## config.mk

```make
export PLATFORM = sky130hd
export DESIGN_NAME = pipe_stage_elastic
export DESIGN_NICKNAME = d
export VERILOG_FILES = /design/src/rtl/pipe_stage_elastic_pkg.sv /design/src/rtl/pipe_stage_elastic_slot.sv /design/src/rtl/pipe_stage_elastic.sv
export SDC_FILE = /design/constraint.sdc
export NUM_CORES = 1
export LEC_CHECK = 0
export CORE_ASPECT_RATIO = 0.9
export CORE_UTILIZATION = 50
export CTS_BUF_LIST = sky130_fd_sc_hd__clkbuf_8
export CTS_CLUSTER_SIZE = 20
export DETAILED_ROUTE_END_ITERATION = 7
export GPL_ROUTABILITY_DRIVEN = 0
export GPL_TIMING_DRIVEN = 0
export HOLD_SLACK_MARGIN = 0.1
export PLACE_DENSITY = 0.8
export SYNTH_ARGS = -nofsm -noshare
export SYNTH_HDL_FRONTEND = slang
export SYNTH_HIERARCHICAL = 1
export SYNTH_SLANG_ARGS = --single-unit
```

## constraint.sdc

```tcl
create_clock -name clk -period 2.7 [get_ports clk]
set_clock_uncertainty 0.2 [all_clocks]
set_input_delay 0.54 -clock clk [delete_from_list [all_inputs] [get_ports clk]]
set_output_delay 0.54 -clock clk [all_outputs]
set_load 0.1 [all_outputs]
```

## src/rtl/pipe_stage_elastic_pkg.sv

```systemverilog
// Shared definitions for the elastic pipeline stage: occupancy encoding and
// the MEM/WB payload layout used by the first instantiating stage.
package pipe_stage_elastic_pkg;

    // Occupancy doubles as the stage state; there is no separate FSM register.
    localparam logic [1:0] OCC_EMPTY = 2'd0;
    localparam logic [1:0] OCC_ONE   = 2'd1;
    localparam logic [1:0] OCC_FULL  = 2'd2;

    localparam int MEMWB_W = 104;

    // MEM/WB field LSB offsets, lowest field first.
    localparam int MEMWB_RESSRC_LSB = 0;
    localparam int MEMWB_REGWR_LSB  = 2;
    localparam int MEMWB_PC4_LSB    = 3;
    localparam int MEMWB_RD_LSB     = 35;
    localparam int MEMWB_MEMRES_LSB = 40;
    localparam int MEMWB_ALU_LSB    = 72;

    typedef struct packed {
        logic [31:0] alu_result;
        logic [31:0] mem_res;
        logic [4:0]  rd;
        logic [31:0] pc_plus4;
        logic        reg_write;
        logic [1:0]  result_src;
    } memwb_t;

    function automatic logic [MEMWB_W-1:0] memwb_pack(input memwb_t f);
        return f;
    endfunction

    function automatic memwb_t memwb_unpack(input logic [MEMWB_W-1:0] v);
        return memwb_t'(v);
    endfunction

endpackage

```

## src/rtl/pipe_stage_elastic_slot.sv

```systemverilog
// One payload register plus its valid bit. Load, clear and drop are decoded
// by the parent; the data register only changes on a load or a clear.
module pipe_slot
    import pipe_stage_elastic_pkg::*;
#(
    parameter int DATA_W   = MEMWB_W,
    parameter bit CLR_DATA = 1'b1
) (
    input  logic              clk,
    input  logic              reset_i,
    input  logic              clear_i,
    input  logic              load_i,
    input  logic              drop_i,
    input  logic [DATA_W-1:0] data_i,
    output logic              valid_o,
    output logic [DATA_W-1:0] data_o
);

    logic              valid_q, valid_d;
    logic [DATA_W-1:0] data_q, data_d;

    always_comb begin
        valid_d = valid_q;
        data_d  = data_q;
        if (clear_i) begin
            valid_d = 1'b0;
            if (CLR_DATA) begin
                data_d = '0;
            end
        end else if (load_i) begin
            valid_d = 1'b1;
            data_d  = data_i;
        end else if (drop_i) begin
            valid_d = 1'b0;
        end
    end

    always_ff @(posedge clk) begin
        if (reset_i) begin
            valid_q <= 1'b0;
        end else begin
            valid_q <= valid_d;
        end
    end

    // With CLR_DATA=0 reset leaves the payload stale; only the valid is cleared.
    always_ff @(posedge clk) begin
        if (reset_i && CLR_DATA) begin
            data_q <= '0;
        end else if (!reset_i) begin
            data_q <= data_d;
        end
    end

    assign valid_o = valid_q;
    assign data_o  = data_q;

endmodule

```

## src/rtl/pipe_stage_elastic.sv

```systemverilog
// Elastic pipeline stage: main slot drives the output; with SKID=1 a second
// slot absorbs one beat so in_ready comes from a flop rather than out_ready.
module pipe_stage_elastic
    import pipe_stage_elastic_pkg::*;
#(
    parameter int DATA_W   = MEMWB_W,
    parameter bit SKID     = 1'b1,
    parameter bit CLR_DATA = 1'b1
) (
    input  logic              clk,
    input  logic              reset,
    input  logic              flush,
    input  logic              in_valid,
    output logic              in_ready,
    input  logic [DATA_W-1:0] in_data,
    output logic              out_valid,
    input  logic              out_ready,
    output logic [DATA_W-1:0] out_data,
    output logic [1:0]        occupancy
);

    localparam int NSLOT = SKID ? 2 : 1;

    // Index 0 is the main (head) slot, index 1 the skid slot.
    logic [1:0]             slot_load;
    logic [1:0]             slot_drop;
    logic [1:0]             slot_valid;
    logic [1:0][DATA_W-1:0] slot_din;
    logic [1:0][DATA_W-1:0] slot_dout;

    logic accept;
    logic pop;

    assign accept    = in_valid & in_ready;
    assign pop       = slot_valid[0] & out_ready;
    assign out_valid = slot_valid[0];
    assign out_data  = slot_dout[0];
    assign occupancy = {1'b0, slot_valid[0]} + {1'b0, slot_valid[1]};

    genvar gi;
    generate
        for (gi = 0; gi < NSLOT; gi++) begin : g_slot
            pipe_slot #(
                .DATA_W   (DATA_W),
                .CLR_DATA (CLR_DATA)
            ) u_slot (
                .clk     (clk),
                .reset_i (reset),
                .clear_i (flush),
                .load_i  (slot_load[gi]),
                .drop_i  (slot_drop[gi]),
                .data_i  (slot_din[gi]),
                .valid_o (slot_valid[gi]),
                .data_o  (slot_dout[gi])
            );
        end

        if (SKID) begin : g_skid_ctrl
            logic rdy_q, rdy_d;

            always_comb begin
                slot_load   = 2'b00;
                slot_drop   = 2'b00;
                slot_din[0] = in_data;
                slot_din[1] = in_data;
                rdy_d       = 1'b1;
                case (occupancy)
                    OCC_EMPTY: begin
                        slot_load[0] = accept;
                    end
                    OCC_ONE: begin
                        if (accept && pop) begin
                            slot_load[0] = 1'b1;
                        end else if (accept) begin
                            slot_load[1] = 1'b1;
                            rdy_d        = 1'b0;
                        end else if (pop) begin
                            slot_drop[0] = 1'b1;
                        end
                    end
                    OCC_FULL: begin
                        if (pop) begin
                            slot_din[0]  = slot_dout[1];
                            slot_load[0] = 1'b1;
                            slot_drop[1] = 1'b1;
                        end else begin
                            rdy_d = 1'b0;
                        end
                    end
                    default: begin
                        rdy_d = 1'b1;
                    end
                endcase
                if (flush) begin
                    rdy_d = 1'b1;
                end
            end

            // rdy_q tracks "skid empty next cycle"; it resets high and is masked
            // while reset is asserted so the stage opens the first cycle after.
            always_ff @(posedge clk) begin
                if (reset) begin
                    rdy_q <= 1'b1;
                end else begin
                    rdy_q <= rdy_d;
                end
            end

            assign in_ready = rdy_q & ~reset;
        end else begin : g_single_ctrl
            always_comb begin
                slot_load    = 2'b00;
                slot_drop    = 2'b00;
                slot_din[0]  = in_data;
                slot_din[1]  = in_data;
                slot_load[0] = accept;
                slot_drop[0] = pop & ~accept;
            end

            assign slot_valid[1] = 1'b0;
            assign slot_dout[1]  = '0;
            assign in_ready      = (~slot_valid[0] | out_ready) & ~reset;
        end
    endgenerate

endmodule

```

-- Yosys cells after proc, flatten, opt, wreduce, memory -nomap -nowiden
Index checks and enable logic that the tools add are counted.
- bits in registers: 211
- bits of input ports: 109
- output and inout bits: 108
- logic and storage cells: 36
- add/sub/neg operators: 1
- eq/ne operators: 2
- multiplexer cells: 19
- bitwise logic cells: 4
- reduce and logical (&&, ||, !) cells: 5
- operators with widths (cell ; count):
    104-bit 2-to-1 mux ; 2
    1-bit 2-to-1 mux ; 15
    2-bit nonzero test ; 2
    1-bit bitwise AND ; 3
    1-bit one-hot mux with 3 select lines ; 1
    1-bit by 1-bit adder with 2-bit output ; 1
    2-bit by 1-bit equality test with 1-bit output, second input constant ; 1
    2-bit equality test, second input constant ; 1
    2-bit zero test ; 1
    1-bit one-hot mux with 2 select lines ; 1
    2-bit OR reduction ; 1
    1-bit logical AND ; 1
    1-bit inverter ; 1

-- Depth between registers and ports, before layout
- depth in word-level cells: 8
- mapped depth: 9
- gate-level depth less buffers: 6

-- Hierarchy
The synthesis kept the hierarchy.
- modules (own cells, without submodules) (module ; times used ; cells each ; area each (um^2) ; seq. area each (um^2)):
    pipe_slot ; 2 ; 341 ; 3742.3 ; 2102.0
    pipe_stage_elastic ; 1 ; 135 ; 1602.8 ; 20.0

-- Worst setup path before layout
Ideal clock, no wire load.
- path kind: flip-flop to flip-flop
- from: register g_slot[0].u_slot.valid_q
- to: register g_slot[0].u_slot.data_q[100]
- setup time: 0.118 ns
- arrival time: 3.285 ns
- required time: 2.382 ns
- slack: -0.903 ns
- stages on the path, launching flop included: 10
- path buffers: 3
- clock period less this slack: 3.603 ns
- path through: dfxtp_1 -> inv_1 -> ha_1 -> o21ai_0 -> a221oi_1 -> buf_4 -> buf_6 -> buf_4 -> mux2i_1 -> nor2_1
- elaborated cells on any way between the ends: 11
- classes of those cells: add/sub: 1; eq/ne: 2; mux: 5; bitwise: 1; reduce/logical: 2
- RTL lines (element ; RTL line ; source):
    start: declaration ; pipe_stage_elastic_slot.sv:19 ; logic valid_q, valid_d;
    start signal: assignment ; pipe_stage_elastic_slot.sv:42 ; valid_q <= valid_d;
    1-bit by 1-bit adder with 2-bit output * ; pipe_stage_elastic.sv:38 ; assign occupancy = {1'b0, slot_valid[0]} + {1'b0, slot_valid[1]};
    named net occupancy[0] ; pipe_stage_elastic.sv:19 ; output logic [1:0] occupancy
    2-bit equality test, or another cell as far along ; pipe_stage_elastic.sv:67 ; case (occupancy)
    1-bit one-hot mux with 3 select lines * ; pipe_stage_elastic.sv:67 ;
    named net slot_load[0] ; pipe_stage_elastic.sv:25 ; logic [1:0] slot_load;
    end signal: assignment ; pipe_stage_elastic_slot.sv:51 ; data_q <= data_d;
    end: declaration ; pipe_stage_elastic_slot.sv:20 ; logic [DATA_W-1:0] data_q, data_d;
The timed path passes the listed nets; every way through them passes the cells marked *.
A chain may end at the register's enable or synchronous reset.

-- Worst setup path in the final report
- from: register g_slot[1].u_slot.valid_q
- to: output port occupancy[0]
- word-level cells in the longest chain between the ends: 1
- RTL lines (element ; RTL line):
    start: declaration ; pipe_stage_elastic_slot.sv:19
    start signal: assignment ; pipe_stage_elastic_slot.sv:42
    1-bit by 1-bit adder with 2-bit output ; pipe_stage_elastic.sv:38
    end: declaration ; pipe_stage_elastic.sv:19
No other way between the ends.

==> results.md <==
* Status: complete, no violations
* Max FO, Critical Path at 6
* Max-cap violations at 0
* WP data required at 1960 ps
* FF+latch count, synth at 211
* Gr usage total at 22.0%
* Critical Path Start Type: flop
* Placed cells at 1,273
* RSZ-0062 raised after global routing: false
* Max VDD drop at 0.305 mV
* Port bufs at 216
* CP arrival at 1860 ps
* Total CTS buffers at 36
* Syn. warnings at 6
* Core Area at 17,700 µm²
* Sink Count at 211
* Worst setup startpoint: g_slot[1].u_slot/valid_o$_SDFFE_PP0P_
* R2R depth at 9
* Synthesized net count at 929
* Cell Area, Synth at 9090 µm²
* DIE HEIGHT at 130 µm
* H-tree Lvls at 2
* DP HPWL at 14.5 mm
* Hold Path Origin: g_slot[1].u_slot/data_o[50]$_SDFFE_PP0P_
* Wire length per cell at 15.5 µm
* Nets at 1,183
* Routed Antenna Nets at 0
* Setup Slack @ Placement at -381 ps
* Die Footprint at 18,700 µm²
* FMAX at 0.385 GHz
* Post-layout minimum cycle time at 2600 ps
* Die span in x at 144 µm
* Ant diodes at 0
* Mean Syn Cell Area at 11.1 µm²
* Slew HR at 31.0%
* DRT iter0 DRCs at 178
* Worst path slowest cell: clkdlybuf4s15_2
* Most common cell after layout, fill and taps aside: dfxtp_1
* Syn Inst Count at 817
* Reg-to-Reg Start: g_slot[1].u_slot/valid_o$_SDFFE_PP0P_
* # setup viols final at 0
* Clock transition at the registers of the reported paths at 60 ps
* Initial antenna violation count at 1
* # DRC at 0
* First-pass GRT wire length at 32.2 mm
* Pin count of the biggest net entering global routing at 11
* Crit-path cells: inv_1, ha_4, clkdlybuf4s15_2
* Number of global-route vias before repair at 6,475
* Register area share after synthesis at 46.5%
* Setup_tns at 0 ps
* Vias at 6,558
* Cell leakage power at 0.00495 µW
* Crit end category: primary output
* Final hold vios at 0
* Final WS setup at 104 ps
* IO Pins at 217
* Cells on Worst Hold Path at 2
* Initial Util at 51.3%
* Clk root buf: clkbuf_8
* CP Class: reg2out
* Drt total wl at 20.6 mm
* Post-place instance area at 11,600 µm²
* Total iterations of the first detailed-routing run at 4
* Hold/Removal Path Class: reg2reg
* Non-Filler Instances at 1,334
* Gr ovfl total at 0
* Number of vias per cell at 4.92
* Hold slack at 287 ps
* Area Overhead vs Synth at 33.7%
* Std-Cell Rows at 46
* Max Slew Vio Count at 0
* Fillers at 1,424
* TritonCTS clock tree: built
* Fin area at 12,100 µm²
* Period utilization at 96.2%
* Most frequent cells in the layout: dfxtp_1 (210), mux2i_1 (208), nor2_1 (208)
* Latest clock arrival within the worst-skew pair at 500 ps
* Synth unique cells at 25
* Least-Margin Pin Slew at 1040 ps
* Share of layout cells above drive strength 1 at 18.9%
* Power per cell area at 537 nW/µm²
* Max incr delay on CP at 570 ps
* Clk buf depth at 3
==> sequential cells by signal, indices dropped and copies added, names as in the netlist <==
| register | flops |
|---|---|
| g_slot.u_slot/data_o | 208 |
| g_slot.u_slot/valid_o | 2 |
| g_skid_ctrl.rdy_q | 1 |
==> metrics by stage <==
| step | total power, µW | util (%) |
|---|---|---|
| finish | 6520 | 68.5 |
| global route | 6780 | 68.5 |
| CTS | 6590 | 68.5 |
| detailed placement | 3810 | 65.3 |
| global placement | 3800 | 65.3 |
| floorplan | 3550 | - |
==> logic make-up after synthesis <==
family,share of synthesized area (%)
flops,46.5
mux,37.8
compound gates,0.441
fa+ha+maj,0.413
simple gates,9.45
buf+inv,5.40
==> power breakdown <==
| part | switching [µW] | leakage (µW) | internal [µW] |
|---|---|---|---|
| Sequential | 8.22 | 0.00170 | 3130 |
| Clock | 1210 | 0.000416 | 1580 |
| Combinational | 289 | 0.00283 | 302 |
==> what timing repair did <==
action / CTS / global route
hold buffers: 0 / 0
setup buffers: 0 / 0
setup endpoints to repair: 108 / 0
gates resized for setup: 114 / 0
==> cells in the mapped netlist <==
| library cell | instances | area (µm²) |
|---|---|---|
| nand3_2 | 1 | 10.0 |
| a221oi_1 | 1 | 8.76 |
| buf_2 | 17 | 85.1 |
| clkbuf_1 | 10 | 37.5 |
| mux2_2 | 55 | 619 |
| and3_1 | 1 | 6.26 |
| dfxtp_1 | 211 | 4220 |
| mux2_4 | 49 | 736 |
| mux2i_1 | 208 | 2080 |
| nor2_1 | 208 | 781 |
| nor3b_1 | 1 | 7.51 |
| o21ai_0 | 1 | 5.00 |
| or2_1 | 2 | 12.5 |
| inv_1 | 6 | 22.5 |
| a21boi_0 | 1 | 7.51 |
| buf_4 | 4 | 30.0 |
| nand2_1 | 2 | 7.51 |
| and3b_1 | 1 | 8.76 |
| a211o_1 | 1 | 8.76 |
| ha_1 | 3 | 37.5 |
| buf_6 | 28 | 315 |
| nor2b_1 | 1 | 6.26 |
| or3_1 | 1 | 6.26 |
| nand2b_1 | 2 | 12.5 |
| a21oi_1 | 2 | 10.0 |
==> final timing paths <==
check / endpoint / slack (ps)
max reg2reg: g_slot[0].u_slot/data_o[93]$_SDFFE_PP0P_ / 320
min: g_slot[1].u_slot/data_o[50]$_SDFFE_PP0P_ / 290
max: occupancy[0] / 100
min reg2reg: g_slot[1].u_slot/data_o[50]$_SDFFE_PP0P_ / 290
==> routing by layer <==
layer	GRT usage [%]	up-vias	part of all wire (%)
li1	-	3266	-
met1	26.2	3069	43
met2	37.0	194	46
met3	8.07	29	9.4
met4	6.76	0	1.3
met5	0	-	0
==> final cells by class <==
class	instances	area (µm²)	area share [%]
Multi-Input combinational cell	541	4390	36.1
Sequential cell	211	4230	34.8
Buffer	59	468	3.85
Tap cell	240	300	2.47
Timing Repair Buffer	216	2030	16.7
Clock buffer	45	619	5.10
Inverter	6	22.5	0.185
Clock inverter	16	87.6	0.721
==> worst max-delay path: cells and delay by family (launching register included) <==
family     cells  cell delay [ps]
fa+ha+maj      1              300
buf+inv        2              660
flops          1              390
(Power assumes the default switching activity.)
